**config.mk**
```make
export PLATFORM = sky130hd
export DESIGN_NAME = pcpu_muldiv_unit_flat
export DESIGN_NICKNAME = d
export VERILOG_FILES = /design/src/rtl/pcpu_muldiv_pkg.sv /design/src/rtl/pcpu_muldiv_if.sv /design/src/rtl/pcpu_sign_cond.sv /design/src/rtl/pcpu_muldiv_unit.sv /design/src/flat_wrapper.sv
export SDC_FILE = /design/constraint.sdc
export NUM_CORES = 1
export LEC_CHECK = 0
export ABC_AREA = 1
export CORE_MARGIN = 1.5
export CORE_UTILIZATION = 30
export CTS_BUF_LIST = sky130_fd_sc_hd__clkbuf_4
export CTS_CLUSTER_DIAMETER = 50
export DETAILED_ROUTE_END_ITERATION = 16
export PLACE_DENSITY_LB_ADDON = 0.2
export SETUP_SLACK_MARGIN = 0.5
export SYNTH_ARGS = -nofsm -noshare
export SYNTH_HDL_FRONTEND = slang
export SYNTH_SLANG_ARGS = --single-unit
```
**constraint.sdc**
```tcl
create_clock -name clock -period 7.3 [get_ports clock]
set_input_delay 1.095 -clock clock [delete_from_list [all_inputs] [get_ports clock]]
set_output_delay 1.095 -clock clock [all_outputs]
set_load 0.005 [all_outputs]
```
**src/rtl/pcpu_muldiv_pkg.sv**
```systemverilog
// pcpu_muldiv_pkg: shared FSM state and operation encodings for the iterative mul/div unit.
package pcpu_muldiv_pkg;
    typedef enum logic [1:0] {
        IDLE = 2'd0,
        RUN  = 2'd1,
        FIN  = 2'd2
    } state_t;
    // {op_div, op_signed} as driven by the decoder for MUL/MULS/DIV/DIVS
    typedef enum logic [1:0] {
        OP_MULU = 2'b00,
        OP_MULS = 2'b01,
        OP_DIVU = 2'b10,
        OP_DIVS = 2'b11
    } op_t;
    function automatic op_t op_code(input logic op_div, input logic op_signed);
        return op_t'({op_div, op_signed});
    endfunction
endpackage

```
**src/rtl/pcpu_muldiv_if.sv**
```systemverilog
// pcpu_muldiv_if: request/result bundle between the EX stage and the mul/div unit.
interface pcpu_muldiv_if #(parameter int WIDTH = 16);
    logic             flush;
    logic             start;
    logic             op_div;
    logic             op_signed;
    logic [WIDTH-1:0] opa;
    logic [WIDTH-1:0] opb;
    logic             busy;
    logic             done;
    logic [WIDTH-1:0] result_lo;
    logic [WIDTH-1:0] result_hi;
    logic             div_zero;
    logic             ovf;
    modport master (
        output flush, start, op_div, op_signed, opa, opb,
        input  busy, done, result_lo, result_hi, div_zero, ovf
    );
    modport slave (
        input  flush, start, op_div, op_signed, opa, opb,
        output busy, done, result_lo, result_hi, div_zero, ovf
    );
endinterface

```
**src/rtl/pcpu_sign_cond.sv**
```systemverilog
// pcpu_sign_cond: conditional two's-complement negate (abs when neg is the sign bit).
module pcpu_sign_cond #(parameter int WIDTH = 16) (
    input  logic [WIDTH-1:0] a,
    input  logic             neg,
    output logic [WIDTH-1:0] y
);
    assign y = neg ? -a : a;
endmodule

```
**src/rtl/pcpu_muldiv_unit.sv**
```systemverilog
// pcpu_muldiv_unit: iterative shift-add multiplier / restoring divider on magnitudes,
// one result bit per cycle, fixed WIDTH+1 cycle latency with sign fix-up in FIN.
module pcpu_muldiv_unit
    import pcpu_muldiv_pkg::*;
#(
    parameter  int WIDTH = 16,
    localparam int CNT_W = $clog2(WIDTH + 1)
) (
    input logic          clock,
    input logic          reset,
    pcpu_muldiv_if.slave io
);
    state_t             state_q, state_d;
    op_t                op_q, op_d;
    logic [CNT_W-1:0]   cnt_q, cnt_d;
    logic [WIDTH:0]     acc_q, acc_d;
    logic [WIDTH-1:0]   q_q, q_d, m_q, m_d, lo_q, lo_d, hi_q, hi_d;
    logic               sa_q, sa_d, sb_q, sb_d, dzp_q, dzp_d, ovp_q, ovp_d;
    logic               done_q, done_d, dz_q, dz_d, ov_q, ov_d;
    logic [WIDTH-1:0]   abs_a, abs_b, rem_fix;
    logic [2*WIDTH-1:0] fix;
    logic [WIDTH:0]     mul_sum;
    logic [WIDTH+1:0]   sh, diff;
    logic               nb, is_div;

    assign is_div  = (op_q == OP_DIVU) || (op_q == OP_DIVS);
    assign mul_sum = acc_q + {1'b0, m_q & {WIDTH{q_q[0]}}};
    assign sh      = {acc_q, q_q[WIDTH-1]};
    assign diff    = sh - {2'b00, m_q};
    assign nb      = ~diff[WIDTH+1];

    pcpu_sign_cond #(WIDTH) u_abs_a (.a(io.opa), .neg(io.op_signed & io.opa[WIDTH-1]), .y(abs_a));
    pcpu_sign_cond #(WIDTH) u_abs_b (.a(io.opb), .neg(io.op_signed & io.opb[WIDTH-1]), .y(abs_b));
    // quotient and product share the differing-signs negate; remainder follows the dividend
    pcpu_sign_cond #(2*WIDTH) u_fix (
        .a(is_div ? {{WIDTH{1'b0}}, q_q} : {acc_q[WIDTH-1:0], q_q}),
        .neg(sa_q ^ sb_q),
        .y(fix)
    );
    pcpu_sign_cond #(WIDTH) u_rem (.a(acc_q[WIDTH-1:0]), .neg(sa_q), .y(rem_fix));

    always_comb begin
        state_d = state_q;
        op_d    = op_q;
        cnt_d   = cnt_q;
        acc_d   = acc_q;
        q_d     = q_q;
        m_d     = m_q;
        sa_d    = sa_q;
        sb_d    = sb_q;
        dzp_d   = dzp_q;
        ovp_d   = ovp_q;
        lo_d    = lo_q;
        hi_d    = hi_q;
        dz_d    = dz_q;
        ov_d    = ov_q;
        done_d  = 1'b0;
        case (state_q)
            IDLE: if (io.start && !io.flush) begin
                state_d = RUN;
                op_d    = op_code(io.op_div, io.op_signed);
                cnt_d   = CNT_W'(WIDTH);
                acc_d   = '0;
                q_d     = abs_a;
                m_d     = abs_b;
                sa_d    = io.op_signed & io.opa[WIDTH-1];
                sb_d    = io.op_signed & io.opb[WIDTH-1];
                dzp_d   = io.op_div && (io.opb == '0);
                ovp_d   = io.op_div && io.op_signed && (io.opa == {1'b1, {(WIDTH-1){1'b0}}}) && (io.opb == '1);
                dz_d    = 1'b0;
                ov_d    = 1'b0;
            end
            RUN: begin
                acc_d   = is_div ? (nb ? diff[WIDTH:0] : sh[WIDTH:0]) : {1'b0, mul_sum[WIDTH:1]};
                q_d     = is_div ? {q_q[WIDTH-2:0], nb} : {mul_sum[0], q_q[WIDTH-1:1]};
                cnt_d   = cnt_q - 1'b1;
                state_d = (cnt_q == CNT_W'(1)) ? FIN : RUN;
            end
            FIN: begin
                state_d = IDLE;
                done_d  = 1'b1;
                lo_d    = dzp_q ? '1 : fix[WIDTH-1:0];
                hi_d    = is_div ? rem_fix : fix[2*WIDTH-1:WIDTH];
                dz_d    = dzp_q;
                ov_d    = ovp_q;
            end
            default: state_d = IDLE;
        endcase
        if (io.flush && state_q != IDLE) begin
            state_d = IDLE;
            done_d  = 1'b0;
            lo_d    = lo_q;
            hi_d    = hi_q;
            dz_d    = dz_q;
            ov_d    = ov_q;
        end
    end

    always_ff @(posedge clock or posedge reset) begin
        if (reset) begin
            state_q <= IDLE;
            op_q    <= OP_MULU;
            cnt_q   <= '0;
            acc_q   <= '0;
            q_q     <= '0;
            m_q     <= '0;
            sa_q    <= 1'b0;
            sb_q    <= 1'b0;
            dzp_q   <= 1'b0;
            ovp_q   <= 1'b0;
            lo_q    <= '0;
            hi_q    <= '0;
            dz_q    <= 1'b0;
            ov_q    <= 1'b0;
            done_q  <= 1'b0;
        end else begin
            state_q <= state_d;
            op_q    <= op_d;
            cnt_q   <= cnt_d;
            acc_q   <= acc_d;
            q_q     <= q_d;
            m_q     <= m_d;
            sa_q    <= sa_d;
            sb_q    <= sb_d;
            dzp_q   <= dzp_d;
            ovp_q   <= ovp_d;
            lo_q    <= lo_d;
            hi_q    <= hi_d;
            dz_q    <= dz_d;
            ov_q    <= ov_d;
            done_q  <= done_d;
        end
    end

    assign io.busy      = (state_q != IDLE);
    assign io.done      = done_q;
    assign io.result_lo = lo_q;
    assign io.result_hi = hi_q;
    assign io.div_zero  = dz_q;
    assign io.ovf       = ov_q;
endmodule

```
**src/flat_wrapper.sv**
```systemverilog
// flat-port wrapper written by rule: the top's interface ports become plain ports
module pcpu_muldiv_unit_flat import pcpu_muldiv_pkg::*;
#(
    parameter  int WIDTH = 16,
    localparam int CNT_W = $clog2(WIDTH + 1)
)
  (clock, reset, io_flush, io_start, io_op_div, io_op_signed, io_opa, io_opb, io_busy, io_done, io_result_lo, io_result_hi, io_div_zero, io_ovf);
  pcpu_muldiv_if #(.WIDTH(WIDTH)) io_i ();
  input logic clock;
  input logic reset;
  input wire logic [$bits(io_i.flush)-1:0] io_flush;
  input wire logic [$bits(io_i.start)-1:0] io_start;
  input wire logic [$bits(io_i.op_div)-1:0] io_op_div;
  input wire logic [$bits(io_i.op_signed)-1:0] io_op_signed;
  input wire logic [$bits(io_i.opa)-1:0] io_opa;
  input wire logic [$bits(io_i.opb)-1:0] io_opb;
  output wire logic [$bits(io_i.busy)-1:0] io_busy;
  output wire logic [$bits(io_i.done)-1:0] io_done;
  output wire logic [$bits(io_i.result_lo)-1:0] io_result_lo;
  output wire logic [$bits(io_i.result_hi)-1:0] io_result_hi;
  output wire logic [$bits(io_i.div_zero)-1:0] io_div_zero;
  output wire logic [$bits(io_i.ovf)-1:0] io_ovf;
  assign io_i.flush = io_flush;
  assign io_i.start = io_start;
  assign io_i.op_div = io_op_div;
  assign io_i.op_signed = io_op_signed;
  assign io_i.opa = io_opa;
  assign io_i.opb = io_opb;
  assign io_busy = io_i.busy;
  assign io_done = io_i.done;
  assign io_result_lo = io_i.result_lo;
  assign io_result_hi = io_i.result_hi;
  assign io_div_zero = io_i.div_zero;
  assign io_ovf = io_i.ovf;
  pcpu_muldiv_unit #(.WIDTH(WIDTH)) u_core (.clock(clock), .reset(reset), .io(io_i));
endmodule
```
==> results.json <==
{
  "row_count": 60,
  "synthTopCellsByArea": "dfrtp_1, nand2_1, inv_1, o21ai_0, nand3_1",
  "setup_tns_ps": 0,
  "routed-via-count": 8149,
  "synth_edf_count": 0,
  "yosysSeqAreaShare": 0.293,
  "finClkSkew_ps": 22.5,
  "cpMostUsedCell": "inv_1",
  "synth-simple-area-share": 0.343,
  "drive_above_1_share": 0.0469,
  "grt_overflow": 0,
  "drc": 0,
  "clock_sinks": 96,
  "postPlaceCellArea_um2": 9170,
  "critPathBufInv": 4,
  "first_global_vias": 7918,
  "boundaryPins": 74,
  "worst_pin_slew_ps": 935,
  "rsz0062_at_grt": "false",
  "min_period_over_period": 0.487,
  "drtIter0Drc": 558,
  "finalWeightedCongestion": 0.910,
  "n_fill_cell": 2963,
  "hold_viol": 0,
  "grt_usage": 0.185,
  "avgSynthCellArea_um2": 6.57,
  "required_ps": 7650,
  "slew-limit-headroom": 0.376,
  "yosys_warnings": 0,
  "cts_root_buffer": "clkbuf_4",
  "via_per_inst": 4.96,
  "maxSlewViolCount": 0,
  "wire_per_inst_um": 15.3,
  "irDropWorstVdd_mv": 0.113,
  "cts_resized": 0,
  "yosysMostFrequentCell": "nand2_1",
  "setup_viol": 0,
  "hpwl_um": 19900,
  "design.die.area_um2": 28300,
  "crit_family": "buffers and inverters",
  "setup.worst_path.end_class": "flip-flop",
  "synth-seq-cells": 96,
  "synth_async_sr_flop_share": 1.00,
  "leakagePower_nw": 4.61,
  "synth_top_family_by_area": "simple AND/OR/NAND/NOR gates",
  "antenna_found_initial": 1,
  "cts_buffers": 9,
  "holdBufCountCts": 0,
  "post_cts_buffers": 0,
  "clock_latency_ps": 490,
  "slowest_delay_ps": 560,
  "synthMuxAreaShare": 0,
  "period_minus_slack_ps": 3550,
  "synth_fa_ha_area_frac": 0.0644,
  "netlist_area_um2": 8190,
  "fmax_mhz": 281,
  "path_clk_slew_ps": 160,
  "synth_compound_area_frac": 0.157,
  "syn-num-nets": 1327,
  "synthTopCellsByCount": "nand2_1, inv_1, o21ai_0",
  "ant_nets": 0,
  "crit_fanout": 42,
  "die_w_um": 168,
  "areaGrowthSynthToFinish_pct": 13.7,
  "cts_buffer_depth": 2,
  "synth_xor_area_frac": 0.0406,
  "coreArea_um2": 26900,
  "wl_um": 25200,
  "maxCapViolCount": 0,
  "worst_ep_arrival_time_ps": 3900,
  "p_per_area_nw_per_um2": 388,
  "netlist.top_cell.by_area": "dfrtp_1",
  "portBuffers": 73,
  "cpMaxStageDelayCell": "nor2_4",
  "timing.critical_path.from_type": "input port",
  "seqCellArea_um2": 2400,
  "grt_first_pass_wirelength_um": 41900,
  "hp-class": "flip-flop to flip-flop",
  "crit_chain": "clkdlybuf4s50_1 -> inv_1 -> nand3_2 -> inv_1 -> nor2_4 -> inv_1 -> nand2_1 -> o21ai_0",
  "netlist_instances": 1248,
  "synth_top_area_frac": 0.293,
  "grt_max_degree": 57,
  "first_pass_iters": 5,
  "multi_input_area_um2": 4960,
  "ys.flop_type": "dfrtp_1",
  "outcome": "finished clean",
  "fin_area_um2": 9320,
  "start_util": 0.305,
  "htree_levels": 3,
  "die_h_um": 168,
  "final_nets": 1375,
  "tritoncts": "done",
  "synthDistinctLibCells": 53,
  "crit_type": "input port to flip-flop"
}
-- layout by cell type, fill, tap and decap left out, types with 3 or more instances in the layout --
cell type / netlist / layout
nor2_4: 4 / 4
nand2_2: 12 / 12
buf_4: 3 / 4
nor2_1: 99 / 99
o22ai_1: 7 / 7
a31oi_1: 5 / 5
nand3b_1: 10 / 10
a21oi_1: 76 / 76
o21ai_0: 113 / 113
inv_2: 3 / 3
nand2_1: 342 / 342
ha_1: 39 / 39
clkdlybuf4s50_1: 0 / 73
inv_1: 159 / 158
nand3_1: 110 / 110
o21bai_1: 3 / 3
xor2_1: 24 / 24
nor3_1: 19 / 19
clkbuf_4: 1 / 9
xnor2_1: 14 / 14
dfrtp_1: 96 / 96
nand4_1: 13 / 13
o21ai_1: 5 / 5
nor2_2: 4 / 4
o211ai_1: 4 / 4
o32ai_1: 3 / 3
nand3_2: 6 / 6
a2bb2oi_1: 3 / 3
o22a_1: 4 / 4
nand2_4: 5 / 5
-- cell families (layout without fill, tap and decap cells) --
group / count (synthesis) / count (layout)
compound gates: 234 / 234
xor+xnor: 38 / 38
fa+ha+maj: 41 / 41
buf+inv: 204 / 256
flops: 96 / 96
other cells: 0 / 1
simple gates: 635 / 635
-- sequential cells by signal, summed over array words and instances (netlist names) --
name                 cells
u_core.io.result_lo     16
u_core.op_q              1
u_core.io.done           1
u_core.acc_q            17
u_core.sb_q              1
u_core.sa_q              1
u_core.io.div_zero       1
u_core.io.result_hi     16
u_core.state_q           2
u_core.io.ovf            1
u_core.m_q              16
u_core.q_q              16
u_core.dzp_q             1
u_core.cnt_q             5
u_core.ovp_q             1
-- worst reg2reg max path, stage by stage (launching register included) --
cell and delay, ps:
dfrtp_1 480, nor2_1 190, nand3_2 590, inv_1 540, nor2_4 210, inv_1 570
o21ai_0 180, o21ai_0 110
-- where the power goes --
group          leakage [nW]  internal [mW]  total [mW]  switching [mW]
clock network        0.0764          0.109       0.307           0.198
registers              1.21          0.718        1.00           0.285
logic                  3.32          0.870        2.30            1.43
-- layer usage --
metal  GRT usage  up-vias  wire length, um
met4      0.0361        0              255
met5           0        -                0
met2       0.292      175            11000
met3      0.0223       19              912
li1            -     4181                -
met1       0.270     3774            13000
-- final cells by class --
class / instances / area share
Clock inverter: 6 / 0.00833
Sequential cell: 96 / 0.258
Multi-Input combinational cell: 948 / 0.533
Tap cell: 341 / 0.0458
Inverter: 164 / 0.0663
Clock buffer: 9 / 0.00725
Antenna cell: 1 / 0.000269
Timing Repair Buffer: 77 / 0.0817
-- per-stage QoR --
step / power [mW] / cells / hold WS, ps / setup WS [ps] / utilization
floorplan: 2.64 / 1248 / 443 / 3700 / -
global placement: 3.31 / 1626 / 467 / 3300 / 0.341
detailed placement: 3.31 / 1626 / 469 / 3220 / 0.341
CTS: 3.64 / 1641 / 500 / 3760 / 0.347
global route: 4.01 / 1642 / 522 / 3410 / 0.347
finish: 3.61 / 1642 / 495 / 3750 / 0.347
-- final timing paths --
check,from,to,slack (ps),cells after the start
max reg2reg,u_core.state_q[1],u_core.q_q[10],4360,7
min in group asynchronous,reset,u_core.io.done,990,2
max in group asynchronous,reset,u_core.acc_q[0],5200,3
min reg2reg,u_core.cnt_q[4],u_core.cnt_q[4],500,1
min,u_core.cnt_q[4],u_core.cnt_q[4],500,1
max,io_flush,u_core.q_q[7],3750,8
Note: power is estimated with default switching activity, not from simulation.
==> variant: new RTL, config.mk and constraints unchanged <==
The 3 states of `state_t` get a one-hot encoding in 3 bits.
--- a/src/rtl/pcpu_muldiv_pkg.sv
+++ b/src/rtl/pcpu_muldiv_pkg.sv
@@ -1,9 +1,9 @@
 // pcpu_muldiv_pkg: shared FSM state and operation encodings for the iterative mul/div unit.
 package pcpu_muldiv_pkg;
-    typedef enum logic [1:0] {
-        IDLE = 2'd0,
-        RUN  = 2'd1,
-        FIN  = 2'd2
+    typedef enum logic [2:0] {
+        IDLE = 3'b001,
+        RUN  = 3'b010,
+        FIN  = 3'b100
     } state_t;
     // {op_div, op_signed} as driven by the decoder for MUL/MULS/DIV/DIVS
     typedef enum logic [1:0] {
Behaviour: no difference found for any inputs over 10 cycles, from zero or initial values and one cycle with reset high; not proved beyond that.
==> variant against the unedited design <==
  * Final area rose by 0.97%
  * Worst setup slack worse by 0.15 ns
  * Sequential cell count grew 1
  * Synthesized area down 0.15%
  * First-iteration DRC count grew 4.3%
  * Routed wire length is 3.8% higher
  * Sequential share of layout area barely moved
  * Clock skew down 0.0029 ns
Power is not compared: it rests on default switching activity, and its combinational part moved more than twofold at a synthesized area within 25%.
==> variant: results (changes against the unedited design) <==
The number of buffers other than clock buffers in the final layout is 79 (+2.6%). The final worst clock skew was 0.0196 ns (-0.00289 ns). The tools report the area taken by multi-input logic gates as 0.00488 mm² (-1.5%).

Counting instances in the post-synthesis netlist gives the leading cell types as sky130_fd_sc_hd__nand2_1 (395), sky130_fd_sc_hd__inv_1 (176), sky130_fd_sc_hd__nand3_1 (114). The fraction of layout cells with a size suffix above 1 works out to 0.0425 (-0.00442). The number of global-route vias before repair came out at 7,854 (-0.81%).

The post-synthesis compound-gate area fraction is 0.151 (-0.00634). Reg-to-reg endpoint: u_core.q_q[0]. The fraction of area in non-clock buffers came out at 0.0825 (+0.000814).

The area share of xor/xnor cells in the synthesized design works out to 0.0343 (-0.00636). By area the synthesized netlist is led by sky130_fd_sc_hd__dfrtp_1 (29%), sky130_fd_sc_hd__nand2_1 (18%), sky130_fd_sc_hd__inv_1 (8.1%). The worst setup slack for register-to-register paths was 3.99 ns (-0.37 ns); the pin count of the biggest net entering global routing was 61 (+7.0%). Number of sinks on the clock net: 97 (+1.0%).

The HPWL after detailed placement is 20,400 µm (+2.5%), and the worst slack on hold paths is 0.496 ns (+0.000235 ns). The run gives 2,988 (+0.84%) as the fill cell total of the finished layout. The detailed-route via count is 8,347 (+2.4%), and the total area of sequential cells is 0.00243 mm² (+1.1%). The number of vias per cell is 4.96 (about the same). The post-synthesis adder-cell area fraction is 0.0645 (+0.0000985), and the data arrival time of the critical path is 4.08 ns (+0.18 ns). Startpoint of the tightest hold check path: u_core.io.result_hi[7]. The sequential share of the synthesized area was 0.297 (+0.00366); the count of cells along the worst hold path was 2 (+1).

The logs give 963 (+1.6%) for the number of multi-input combinational cells and 582 (+4.3%) for the number of design-rule violations left by the first detailed-router iteration. The flow ran to the end, and the final reports show no timing, DRC or antenna violations. The mean post-synth cell area came out at 6.37 µm² (-3.0%). The total detailed-routing wirelength was 26,100 µm (+3.8%). Final weighted congestion of routability-driven global placement: 0.905 (-0.56%). The global-route wire length before repair is 42,400 µm (+1.2%), and the worst max-slew margin expressed relative to the limit is 0.220 (-0.156). The slowest stage cell on the critical path was sky130_fd_sc_hd__clkinv_1. The non-clock inverter total of the final layout is 186 (+13%).
-- variant: changes by cell type after synthesis, moves of 5 or more --
cell                       change
sky130_fd_sc_hd__nand2_1      +53
sky130_fd_sc_hd__o21ai_0      -21
sky130_fd_sc_hd__a21oi_1      -18
sky130_fd_sc_hd__a31oi_1      +18
sky130_fd_sc_hd__inv_1        +17
sky130_fd_sc_hd__nand2_2       -7
sky130_fd_sc_hd__xnor2_1       -7
sky130_fd_sc_hd__inv_2         +6
sky130_fd_sc_hd__buf_1         +5
sky130_fd_sc_hd__nor2_1        -5
sky130_fd_sc_hd__o211ai_1      +5
-- variant: worst max path at each step --
stage | start | to | slack, ns | cells past startpoint
after floorplan | reset | u_core.acc_q[0] | 3.67 | 1
after global placement | io_start | u_core.q_q[0] | 3.22 | 6
after detailed placement | io_flush | u_core.q_q[0] | 3.02 | 5
after CTS | io_flush | u_core.q_q[0] | 3.55 | 5
after global routing | io_flush | u_core.q_q[0] | 3.27 | 5
final | io_flush | u_core.q_q[0] | 3.60 | 5
-- variant: layer usage --
metal	vias up	GRT usage	share of wire
met3	12	0.0219	0.046
li1	4264	-	-
met1	3872	0.286	0.52
met2	199	0.292	0.43
met5	-	0	0
met4	0	0.0264	0.0064
-- variant: stage by stage --
| step | power [mW] | setup slack [ns] | util |
|---|---|---|---|
| 2_1_floorplan | 1.54 | 3.67 | - |
| 3_3_place_gp | 1.85 | 3.22 | 0.343 |
| 3_5_place_dp | 1.86 | 3.02 | 0.343 |
| 4_1_cts | 2.24 | 3.55 | 0.350 |
| 5_1_grt | 2.43 | 3.27 | 0.350 |
| 6_report | 2.23 | 3.60 | 0.350 |
